--- src/rtl/ibr128_pkg.sv ---
// rtl/ibr128_pkg.sv - IBR128 packer widths, state encoding and pad constant (IBR128_PKCS7_PAD_EN)
package ibr128_pkg;

  localparam int WORD_W  = 32;
  localparam int BLOCK_W = 128;

  typedef enum logic [1:0] {
    FILL  = 2'd0,
    PAD   = 2'd1,
    ISSUE = 2'd2,
    GAP   = 2'd3
  } packer_state_e;

`ifdef IBR128_PKCS7_PAD_EN
  // Extra block appended after a message that ends exactly on a block boundary.
  localparam logic [BLOCK_W-1:0] PAD_FULL_BLOCK = {16{8'h10}};
`endif

endpackage

--- src/rtl/ibr128_block_packer_if.sv ---
// rtl/ibr128_block_packer_if.sv - word stream in, plaintext block and core handshake out
interface ibr128_block_packer_if;
  import ibr128_pkg::*;

  logic [WORD_W-1:0]  inData;
  logic               inValid;
  logic               inLast;
  logic [2:0]         inBytes;
  logic               inReady;
  logic [BLOCK_W-1:0] plainText;
  logic               Enable;
  logic               FB;
  logic               cipherReady;
  logic               msgDone;

  // Packer side: consumes words, drives the cipher core inputs.
  modport master (
    input  inData, inValid, inLast, inBytes, cipherReady,
    output inReady, plainText, Enable, FB, msgDone
  );

  // Environment side: word source plus cipher core.
  modport slave (
    output inData, inValid, inLast, inBytes, cipherReady,
    input  inReady, plainText, Enable, FB, msgDone
  );

endinterface

--- src/rtl/ibr128_pad_gen.sv ---
// rtl/ibr128_pad_gen.sv - fills bytes n..15 of a block with PKCS#7 pad or zeros (IBR128_PKCS7_PAD_EN)
module ibr128_pad_gen (
  input  logic [127:0] i_block,
  input  logic [3:0]   i_n,
  output logic [127:0] o_block
);
  import ibr128_pkg::*;

  logic [7:0] w_fill;

`ifdef IBR128_PKCS7_PAD_EN
  assign w_fill = 8'd16 - {4'd0, i_n};
`else
  assign w_fill = 8'd0;
`endif

  // n = 0 means the data already fills the block, so nothing is overwritten.
  always_comb begin
    o_block = i_block;
    for (int b = 0; b < 16; b++) begin
      if (i_n != 4'd0 && 4'(b) >= i_n) begin
        o_block[BLOCK_W-1-8*b -: 8] = w_fill;
      end
    end
  end

endmodule

--- src/rtl/ibr128_block_packer.sv ---
// rtl/ibr128_block_packer.sv - packs 32-bit words into 128-bit blocks for the IBR128 core (IBR128_PKCS7_PAD_EN)
module ibr128_block_packer #(
  parameter int WORD_W  = 32,
  parameter int BLOCK_W = 128
) (
  input logic                   Clk,
  input logic                   RstN,
  ibr128_block_packer_if.master bus
);
  import ibr128_pkg::*;

  packer_state_e      r_state;
  logic [BLOCK_W-1:0] r_buf;
  logic [BLOCK_W-1:0] r_plain;
  logic [1:0]         r_wcnt;
  logic [3:0]         r_n;
  logic               r_final;
  logic               r_fb;
  logic               r_enable;
  logic               r_in_ready;
  logic               r_msg_done;
`ifdef IBR128_PKCS7_PAD_EN
  logic               r_pad_pending;
`endif

  logic               w_accept;
  logic [2:0]         w_eff_bytes;
  logic [3:0]         w_n;
  logic [BLOCK_W-1:0] w_buf_next;
  logic [BLOCK_W-1:0] w_padded;

  assign w_accept    = bus.inValid && r_in_ready;
  // Zero and out-of-range byte counts mean a full last word.
  assign w_eff_bytes = (bus.inBytes == 3'd0 || bus.inBytes > 3'd4) ? 3'd4 : bus.inBytes;
  // Wraps to 0 when the last word lands in slot 3 with four bytes.
  assign w_n         = {r_wcnt, 2'b00} + {1'b0, w_eff_bytes};

  // Buffer with the incoming word dropped into its slot; slot 0 is the MSB word.
  always_comb begin
    w_buf_next = r_buf;
    case (r_wcnt)
      2'd0:    w_buf_next[BLOCK_W-1          -: WORD_W] = bus.inData;
      2'd1:    w_buf_next[BLOCK_W-1-WORD_W   -: WORD_W] = bus.inData;
      2'd2:    w_buf_next[BLOCK_W-1-2*WORD_W -: WORD_W] = bus.inData;
      default: w_buf_next[WORD_W-1:0]                   = bus.inData;
    endcase
  end

  ibr128_pad_gen u_pad_gen (
    .i_block (r_buf),
    .i_n     (r_n),
    .o_block (w_padded)
  );

  // Packer FSM: fill slots, pad the final block, hold it for the core, then one idle gap.
  always_ff @(posedge Clk or negedge RstN) begin
    if (!RstN) begin
      r_state       <= FILL;
      r_buf         <= '0;
      r_plain       <= '0;
      r_wcnt        <= 2'd0;
      r_n           <= 4'd0;
      r_final       <= 1'b0;
      r_fb          <= 1'b1;
      r_enable      <= 1'b0;
      r_in_ready    <= 1'b0;
      r_msg_done    <= 1'b0;
`ifdef IBR128_PKCS7_PAD_EN
      r_pad_pending <= 1'b0;
`endif
    end else begin
      r_msg_done <= 1'b0;
      case (r_state)
        FILL: begin
          r_in_ready <= 1'b1;
          if (w_accept) begin
            r_buf  <= w_buf_next;
            r_wcnt <= r_wcnt + 2'd1;
            if (bus.inLast) begin
              r_n        <= w_n;
              r_final    <= 1'b1;
              r_in_ready <= 1'b0;
              r_state    <= PAD;
            end else if (r_wcnt == 2'd3) begin
              r_plain    <= w_buf_next;
              r_enable   <= 1'b1;
              r_in_ready <= 1'b0;
              r_state    <= ISSUE;
            end
          end
        end
        PAD: begin
          r_plain  <= w_padded;
          r_enable <= 1'b1;
`ifdef IBR128_PKCS7_PAD_EN
          r_pad_pending <= (r_n == 4'd0);
`endif
          r_state  <= ISSUE;
        end
        ISSUE: begin
          if (bus.cipherReady) begin
            r_enable   <= 1'b0;
`ifdef IBR128_PKCS7_PAD_EN
            r_msg_done <= r_final && !r_pad_pending;
`else
            r_msg_done <= r_final;
`endif
            r_state    <= GAP;
          end
        end
        GAP: begin
          r_fb <= r_msg_done;
`ifdef IBR128_PKCS7_PAD_EN
          if (r_pad_pending) begin
            r_pad_pending <= 1'b0;
            r_plain       <= PAD_FULL_BLOCK;
            r_enable      <= 1'b1;
            r_state       <= ISSUE;
          end else begin
            r_wcnt     <= 2'd0;
            r_final    <= 1'b0;
            r_in_ready <= 1'b1;
            r_state    <= FILL;
          end
`else
          r_wcnt     <= 2'd0;
          r_final    <= 1'b0;
          r_in_ready <= 1'b1;
          r_state    <= FILL;
`endif
        end
        default: r_state <= FILL;
      endcase
    end
  end

  assign bus.inReady   = r_in_ready;
  assign bus.plainText = r_plain;
  assign bus.Enable    = r_enable;
  assign bus.FB        = r_fb;
  assign bus.msgDone   = r_msg_done;

endmodule
--- src/flat_wrapper.sv ---
// flat-port wrapper written by rule: the top's interface ports become plain ports
module ibr128_block_packer_flat import ibr128_pkg::*;
#(
  parameter int WORD_W  = 32,
  parameter int BLOCK_W = 128
)
  (Clk, RstN, bus_inData, bus_inValid, bus_inLast, bus_inBytes, bus_cipherReady, bus_inReady, bus_plainText, bus_Enable, bus_FB, bus_msgDone);
  ibr128_block_packer_if bus_i ();
  input logic Clk;
  input logic RstN;
  input wire logic [$bits(bus_i.inData)-1:0] bus_inData;
  input wire logic [$bits(bus_i.inValid)-1:0] bus_inValid;
  input wire logic [$bits(bus_i.inLast)-1:0] bus_inLast;
  input wire logic [$bits(bus_i.inBytes)-1:0] bus_inBytes;
  input wire logic [$bits(bus_i.cipherReady)-1:0] bus_cipherReady;
  output wire logic [$bits(bus_i.inReady)-1:0] bus_inReady;
  output wire logic [$bits(bus_i.plainText)-1:0] bus_plainText;
  output wire logic [$bits(bus_i.Enable)-1:0] bus_Enable;
  output wire logic [$bits(bus_i.FB)-1:0] bus_FB;
  output wire logic [$bits(bus_i.msgDone)-1:0] bus_msgDone;
  assign bus_i.inData = bus_inData;
  assign bus_i.inValid = bus_inValid;
  assign bus_i.inLast = bus_inLast;
  assign bus_i.inBytes = bus_inBytes;
  assign bus_i.cipherReady = bus_cipherReady;
  assign bus_inReady = bus_i.inReady;
  assign bus_plainText = bus_i.plainText;
  assign bus_Enable = bus_i.Enable;
  assign bus_FB = bus_i.FB;
  assign bus_msgDone = bus_i.msgDone;
  ibr128_block_packer #(.WORD_W(WORD_W), .BLOCK_W(BLOCK_W)) u_core (.Clk(Clk), .RstN(RstN), .bus(bus_i));
endmodule
--- config.mk ---
export PLATFORM = sky130hd
export DESIGN_NAME = ibr128_block_packer_flat
export DESIGN_NICKNAME = d
export VERILOG_FILES = /design/src/rtl/ibr128_pkg.sv /design/src/rtl/ibr128_block_packer_if.sv /design/src/rtl/ibr128_pad_gen.sv /design/src/rtl/ibr128_block_packer.sv /design/src/flat_wrapper.sv
export SDC_FILE = /design/constraint.sdc
export NUM_CORES = 1
export LEC_CHECK = 0
export CORE_ASPECT_RATIO = 1.2
export CORE_MARGIN = 10
export CORE_UTILIZATION = 30
export DETAILED_ROUTE_END_ITERATION = 10
export SETUP_SLACK_MARGIN = 0.05
export SLEW_MARGIN = 15
export SYNTH_ARGS = -nofsm -noshare
export SYNTH_HDL_FRONTEND = slang
export SYNTH_SLANG_ARGS = --single-unit
--- constraint.sdc ---
create_clock -name Clk -period 5.7 [get_ports Clk]
set_clock_uncertainty 0.1 [all_clocks]
set_input_delay 1.14 -clock Clk [delete_from_list [all_inputs] [get_ports Clk]]
set_output_delay 1.14 -clock Clk [all_outputs]
set_load 0.03 [all_outputs]
==> results of run 1 <==
logic make-up after synthesis:
logic type / after synthesis / synth area share (%)
adder cells (fa/ha/maj): 10 / 0.918
multiplexers: 233 / 18.5
AND/OR/NAND/NOR: 176 / 6.66
AO/OA/AOI/OAI: 373 / 19.4
flip-flops: 269 / 49.4
buffers and inverters: 141 / 4.96
XOR/XNOR: 2 / 0.129
metal layers:
| layer | global-route usage [%] | part of all wire [%] | up-vias |
|---|---|---|---|
| met5 | 0 | 0.029 | - |
| met4 | 5.41 | 2.8 | 2 |
| met3 | 2.93 | 5.1 | 60 |
| met2 | 27.2 | 50 | 265 |
| met1 | 19.7 | 42 | 5398 |
| li1 | - | - | 4720 |
report_power, final:
part / switching, mW / internal (mW)
combinational: 3.24 / 2.20
sequential: 0.667 / 2.77
clock: 0.820 / 1.09
cells in the mapped netlist (all sizes together), types with 2 or more instances:
master	count	area share [%]
mux2	148	12
and3	4	0.18
xnor2	2	0.13
nor3b	2	0.11
o21a	2	0.11
nor3	3	0.18
clkbuf	55	1.5
nor2	3	0.083
o21ai	57	2.1
buf	66	2.9
mux2i	85	6.2
ha	10	0.92
dfrtp	268	49
o211ai	104	5.7
o41ai	2	0.13
nor4	2	0.20
nand2	105	2.9
and4b	2	0.15
a31oi	72	3.3
o31ai	33	1.8
inv	20	0.55
o32ai	8	0.95
a21oi	4	0.17
a21o	2	0.11
nand2b	6	0.28
or2	38	1.7
a211oi	74	4.2
o22ai	8	0.37
nand3	2	0.073
sequential cells by signal, indices dropped and copies added, names as in the netlist:
signal	cells
u_core.r_final	1
u_core.r_state	2
u_core.bus.Enable	1
u_core.bus.FB	1
u_core.r_wcnt	2
u_core.bus.plainText	128
u_core.bus.msgDone	1
u_core.bus.inReady	1
u_core.r_buf	128
u_core.r_n	4
final timing paths:
path | start | to | slack [ns] | cells past startpoint
hold / removal | u_core.bus.plainText[4]$_DFFE_PN0P_ | u_core.bus.plainText[4]$_DFFE_PN0P_ | 0.39 | 1
setup reg to reg | u_core.r_state[0]$_DFFE_PN0P_ | u_core.bus.plainText[92]$_DFFE_PN0P_ | 2.12 | 6
hold reg to reg | u_core.bus.plainText[4]$_DFFE_PN0P_ | u_core.bus.plainText[4]$_DFFE_PN0P_ | 0.39 | 1
setup / recovery | u_core.r_state[0]$_DFFE_PN0P_ | u_core.bus.plainText[92]$_DFFE_PN0P_ | 2.12 | 6
max in group asynchronous | RstN | u_core.r_buf[108]$_DFFE_PN0P_ | 3.90 | 2
min in group asynchronous | RstN | u_core.bus.plainText[4]$_DFFE_PN0P_ | 0.41 | 1
area by class of cell:
class | instances | area [um^2]
multi-input combinational | 794 | 6260
clock inverter | 9 | 85.1
tap | 609 | 762
clock buffer | 43 | 858
inverter | 20 | 75.1
timing repair buffer | 191 | 1890
sequential | 269 | 6730
fill | 4435 | 28200
through the flow:
step                      hold WS, ns  power [mW]  cell area, um^2
final                           0.385        10.8            16700
after global routing            0.411        11.5            16700
after CTS                       0.391        10.9            16700
after detailed placement        0.379        8.95            15700
after global placement          0.372        8.84            15700
after floorplan                 0.371        6.96            13600
cell usage in the layout (no fill, tap or decap), types with 3 or more instances in the layout:
cell / count
sky130_fd_sc_hd__a211oi_1: 72
sky130_fd_sc_hd__a21oi_1: 3
sky130_fd_sc_hd__a31oi_1: 72
sky130_fd_sc_hd__and3_1: 4
sky130_fd_sc_hd__buf_4: 18
sky130_fd_sc_hd__clkbuf_1: 6
sky130_fd_sc_hd__clkbuf_16: 29
sky130_fd_sc_hd__clkbuf_8: 8
sky130_fd_sc_hd__clkdlybuf4s50_1: 170
sky130_fd_sc_hd__clkinv_2: 7
sky130_fd_sc_hd__dfrtp_1: 268
sky130_fd_sc_hd__ha_1: 7
sky130_fd_sc_hd__inv_1: 18
sky130_fd_sc_hd__mux2_1: 8
sky130_fd_sc_hd__mux2_2: 140
sky130_fd_sc_hd__mux2i_1: 85
sky130_fd_sc_hd__nand2_1: 103
sky130_fd_sc_hd__nand2b_1: 6
sky130_fd_sc_hd__nor2_1: 3
sky130_fd_sc_hd__o211ai_1: 104
sky130_fd_sc_hd__o21ai_0: 56
sky130_fd_sc_hd__o22ai_1: 8
sky130_fd_sc_hd__o31ai_1: 33
sky130_fd_sc_hd__o32ai_2: 8
sky130_fd_sc_hd__or2_2: 38
==> results.json, run 1 <==
{
  "die_width_um": 215,
  "worst-path-buf-inv": 2,
  "placed_cells_incl_taps": 1883,
  "max_freq_ghz": 0.279,
  "synth_seq_cells": 269,
  "synth_sequential_area_ratio_pct": 49.4,
  "boundaryPins": 172,
  "worst_path_max_delay_cell": "sky130_fd_sc_hd__a21oi_4",
  "routedWlPerCell_um": 23.0,
  "report.final.setup_viol": 0,
  "setup.worst_path.class": "flop to flop",
  "timing.critical_path.fanout_max": 74,
  "p_per_area_nw_per_um2": 647,
  "num_vias": 10445,
  "yosys_most_used_dff": "sky130_fd_sc_hd__dfrtp_1",
  "worstPathArrival_ns": 3.89,
  "cts_buffers": 29,
  "cts.sinks": 269,
  "dr.pass1.iters": 5,
  "dieHeight_um": 253,
  "grt_start_max_net_pins": 104,
  "worst_skew_pair.late_latency_ns": 0.58,
  "core.rowCount": 85,
  "buffer_ports.inserted": 171,
  "synth_nets": 1254,
  "globalRouteOverflowTotal": 0,
  "cells_along_the_critical_path": "inv_1, ha_2, and2b_2, buf_4, a21oi_4, o31ai_1",
  "post-dp-hpwl_mm": 28.8,
  "route.detailed.vias_per_inst": 5.40,
  "netlist_instances": 1204,
  "period_minus_slack_ns": 3.58,
  "max_slew_margin_pct": 25.9,
  "tritoncts": "done",
  "worstMarginPinSlew_ns": 1.11,
  "max_cap_violations": 0,
  "post_layout_nonfiller_instances": 1935,
  "power_leakage_nw": 6.84,
  "setup_tns_ns": 0,
  "num_antenna_cells": 0,
  "mappedNetlistArea_um2": 13600,
  "area_delta_synth_final_pct": 22.3,
  "drc_errors": 0,
  "worst_slack_at_placement_ns": 1.74,
  "critical_path_sink_type": "flop",
  "cts_post_setup_buffers_inserted": 0,
  "synth_async_sr_flop_share_pct": 100,
  "starting_density_of_the_core_pct": 30.4,
  "die_area_um2": 54400,
  "critical_path.top_delay_family": "compound AO/OA/AOI/OAI gates",
  "ys_warn_count": 0,
  "clock_tree.root_cell": "sky130_fd_sc_hd__clkbuf_16",
  "ir_drop_mv": 0.351,
  "post_synthesis_cell_type_count": 58,
  "first_global_vias": 10700,
  "synth_edf_count": 0,
  "delay_of_the_slowest_critical_path_stage_ns": 0.92,
  "final_core_utilization_pct": 37.1,
  "syn_area_per_cell_um2": 11.3,
  "wire_length_of_the_first_global_routing_pass_mm": 68.6,
  "worst-endpoint-required_ns": 6.02,
  "ant_nets": 0,
  "hold_buffers": 0,
  "post_cts_resize_count": 0,
  "finish.net_count": 1355,
  "core_box_area_um2": 44900,
  "worst_setup_hold_path_clk_slew_ns": 0.06,
  "worstSetupStartpointType": "flop",
  "gr-usage-all-layers_pct": 15.9,
  "grt_setup_unrepaired": "false",
  "timing.final.hold_violations": 0,
  "detailedRoute.firstIterationViolations": 741,
  "final_max_slew_viol_count": 0,
  "drt-total-wl_mm": 44.5,
  "drive_above_1_share_pct": 20.6,
  "worst_hold_path_type": "flop to flop",
  "number_of_buffers_on_the_longest_clock_path": 3,
  "cts-htree-levels": 1,
  "period_share_pct": 62.8,
  "final.setup.worst_slack_ns": 2.12,
  "outcome": "finished, final reports clean",
  "grt_antenna_before_repair": 1,
  "globalplace.congestion": 0.768
}
(Power assumes the default switching activity.)
==> run 2, diff against run 1 <==
clock period = 3.25 ns   (was 5.7 ns; I/O delays follow)
==> run 2 against run 1 <==
  * Die area unchanged
  * Power increased by 79%
  * Non-clock buffer count increased by 19
  * Global-route usage decreased by 0.43 points
  * Largest cell class unchanged
  * Critical path type is now flop to output pin
  * Design area increased by 2.0%
==> results.json, run 2 (synthesized netlist as in run 1, its figures left out) <==
{
  "outcome": "finished, final reports clean",
  "wire_length_of_the_first_global_routing_pass_mm": 66.7,
  "grt_antenna_before_repair": 1,
  "period_share_pct": 85.4,
  "max_freq_ghz": 0.360,
  "report.final.setup_viol": 0,
  "globalplace.congestion": 0.771,
  "core_box_area_um2": 44900,
  "critical_path_cell_count": 1,
  "worstPathArrival_ns": 2.02,
  "number_of_buffers_on_the_longest_clock_path": 3,
  "grt_start_max_net_pins": 104,
  "met3_wirelength_mm": 2.24,
  "wl_met1_mm": 18.4,
  "period_minus_slack_ns": 2.77,
  "placed_cells_incl_taps": 1901,
  "finish.net_count": 1375,
  "cts_post_setup_buffers_inserted": 0,
  "power.switching_fraction_pct": 42.7,
  "p_per_area_nw_per_um2": 1140,
  "dr.pass1.iters": 5,
  "tritoncts": "done",
  "maxUsedRoutingLayer": "met5",
  "power.internal_mw": 11.1,
  "num_vias": 10441,
  "critical_path.top_delay_family": "buffers and inverters",
  "timing.final.hold_violations": 0,
  "worst_hold_path_type": "flop to flop",
  "post_cts_resize_count": 0,
  "grt_setup_unrepaired": "false",
  "buffer_ports.inserted": 171,
  "seq_power_share_pct": 31.2,
  "drive_above_1_share_pct": 22.2,
  "boundaryPins": 172,
  "route.detailed.vias_per_inst": 5.33,
  "worst_path_max_delay_cell": "sky130_fd_sc_hd__clkdlybuf4s50_1",
  "worst-path-buf-inv": 1,
  "final_core_utilization_pct": 37.9,
  "share_comb_of_total_power_pct": 49.8,
  "cells_along_the_critical_path": "clkdlybuf4s50_1",
  "worst_setup_hold_path_clk_slew_ns": 0.06,
  "worst-endpoint-required_ns": 2.50,
  "power_leakage_nw": 7.02,
  "worstMarginPinSlew_ns": 0.941,
  "globalRouteOverflowTotal": 0,
  "cts.sinks": 269,
  "drt-total-wl_mm": 43.3,
  "dieHeight_um": 253,
  "setup_tns_ns": 0,
  "max_slew_margin_pct": 37.3,
  "first_global_vias": 10598,
  "worstSetupStartpointType": "flop",
  "drc_errors": 0,
  "power.clock.fraction_pct": 19.0,
  "starting_density_of_the_core_pct": 30.4,
  "p_sw_mw": 8.25,
  "core.rowCount": 85,
  "die_area_um2": 54400,
  "number_of_instances_on_the_worst_hold_path": 1,
  "timing.critical_path.fanout_max": 12,
  "layout_commonest_cell": "sky130_fd_sc_hd__dfrtp_1",
  "gr-usage-all-layers_pct": 15.4,
  "critical_path_sink_type": "output pin",
  "clock_tree.root_cell": "sky130_fd_sc_hd__clkbuf_16",
  "routedWlPerCell_um": 22.1,
  "setup.worst_path.class": "flop to output pin",
  "delay_of_the_slowest_critical_path_stage_ns": 0.83,
  "detailedRoute.firstIterationViolations": 661,
  "post_layout_nonfiller_instances": 1959,
  "total_power_mw": 19.3,
  "layout_common_cells": "sky130_fd_sc_hd__dfrtp_1 (268), sky130_fd_sc_hd__clkdlybuf4s50_1 (170), sky130_fd_sc_hd__mux2_2 (140)",
  "wl_met2_mm": 21.9,
  "ant_nets": 0,
  "ir_drop_mv": 0.519,
  "die_width_um": 215,
  "post-dp-hpwl_mm": 29.2,
  "cts-htree-levels": 1,
  "worst-r2r-cell-count": 6,
  "worst_skew_pair.late_latency_ns": 0.58,
  "max_cap_violations": 0,
  "final_max_slew_viol_count": 0,
  "cts_buffers": 30,
  "area_delta_synth_final_pct": 24.8
}
## run 2: final cells by class
| type | count | area [um^2] |
|---|---|---|
| Timing Repair Buffer | 210 | 2100 |
| Clock buffer | 42 | 896 |
| Clock inverter | 14 | 185 |
| Multi-Input combinational cell | 794 | 6260 |
| Fill cell | 4449 | 27900 |
| Antenna cell | 1 | 2.50 |
| Inverter | 20 | 75.1 |
| Sequential cell | 269 | 6730 |
| Tap cell | 609 | 762 |
## run 2: per-stage QoR
step	cell area, um^2	worst slack (ns)	hold slack (ns)
6_report	17000	0.476	0.384
5_1_grt	17000	0.413	0.400
4_1_cts	17000	0.464	0.392
3_5_place_dp	15900	0.392	0.380
3_3_place_gp	15900	0.435	0.372
2_1_floorplan	13600	1.25	0.254
## run 2: final timing paths
kind | from | endpoint | slack (ns)
min in group asynchronous | RstN | u_core.bus.plainText[3]$_DFFE_PN0P_ | 0.51
max in group asynchronous | RstN | u_core.bus.plainText[113]$_DFFE_PN0P_ | 1.68
min reg2reg | u_core.bus.plainText[4]$_DFFE_PN0P_ | u_core.bus.plainText[4]$_DFFE_PN0P_ | 0.38
max | u_core.bus.inReady$_DFFE_PN0P_ | bus_inReady | 0.48
max reg2reg | u_core.r_state[1]$_DFFE_PN0P_ | u_core.bus.plainText[81]$_DFFE_PN0P_ | 0.65
min | u_core.bus.plainText[4]$_DFFE_PN0P_ | u_core.bus.plainText[4]$_DFFE_PN0P_ | 0.38
## run 2: metal layers
layer	up-vias	track usage, %
met1	5366	19.3
li1	4768	-
met5	-	0
met4	2	3.85
met3	50	2.57
met2	255	27.2
## run 2: repair_timing
action                                  4_1_cts  5_1_grt
hold buffers                                  1        0
endpoints found under the hold margin        46        0
endpoints found under the setup margin        0        0
## run 2: power groups by stage
stage | clock network [mW] | registers (mW) | logic (mW)
after CTS | 3.77 | 6.02 | 9.72
after detailed placement | 0 | 6.07 | 9.67
after global routing | 3.90 | 6.20 | 10.4
after floorplan | 0 | 7.11 | 5.10
after global placement | 0 | 6.01 | 9.56
final | 3.68 | 6.03 | 9.61
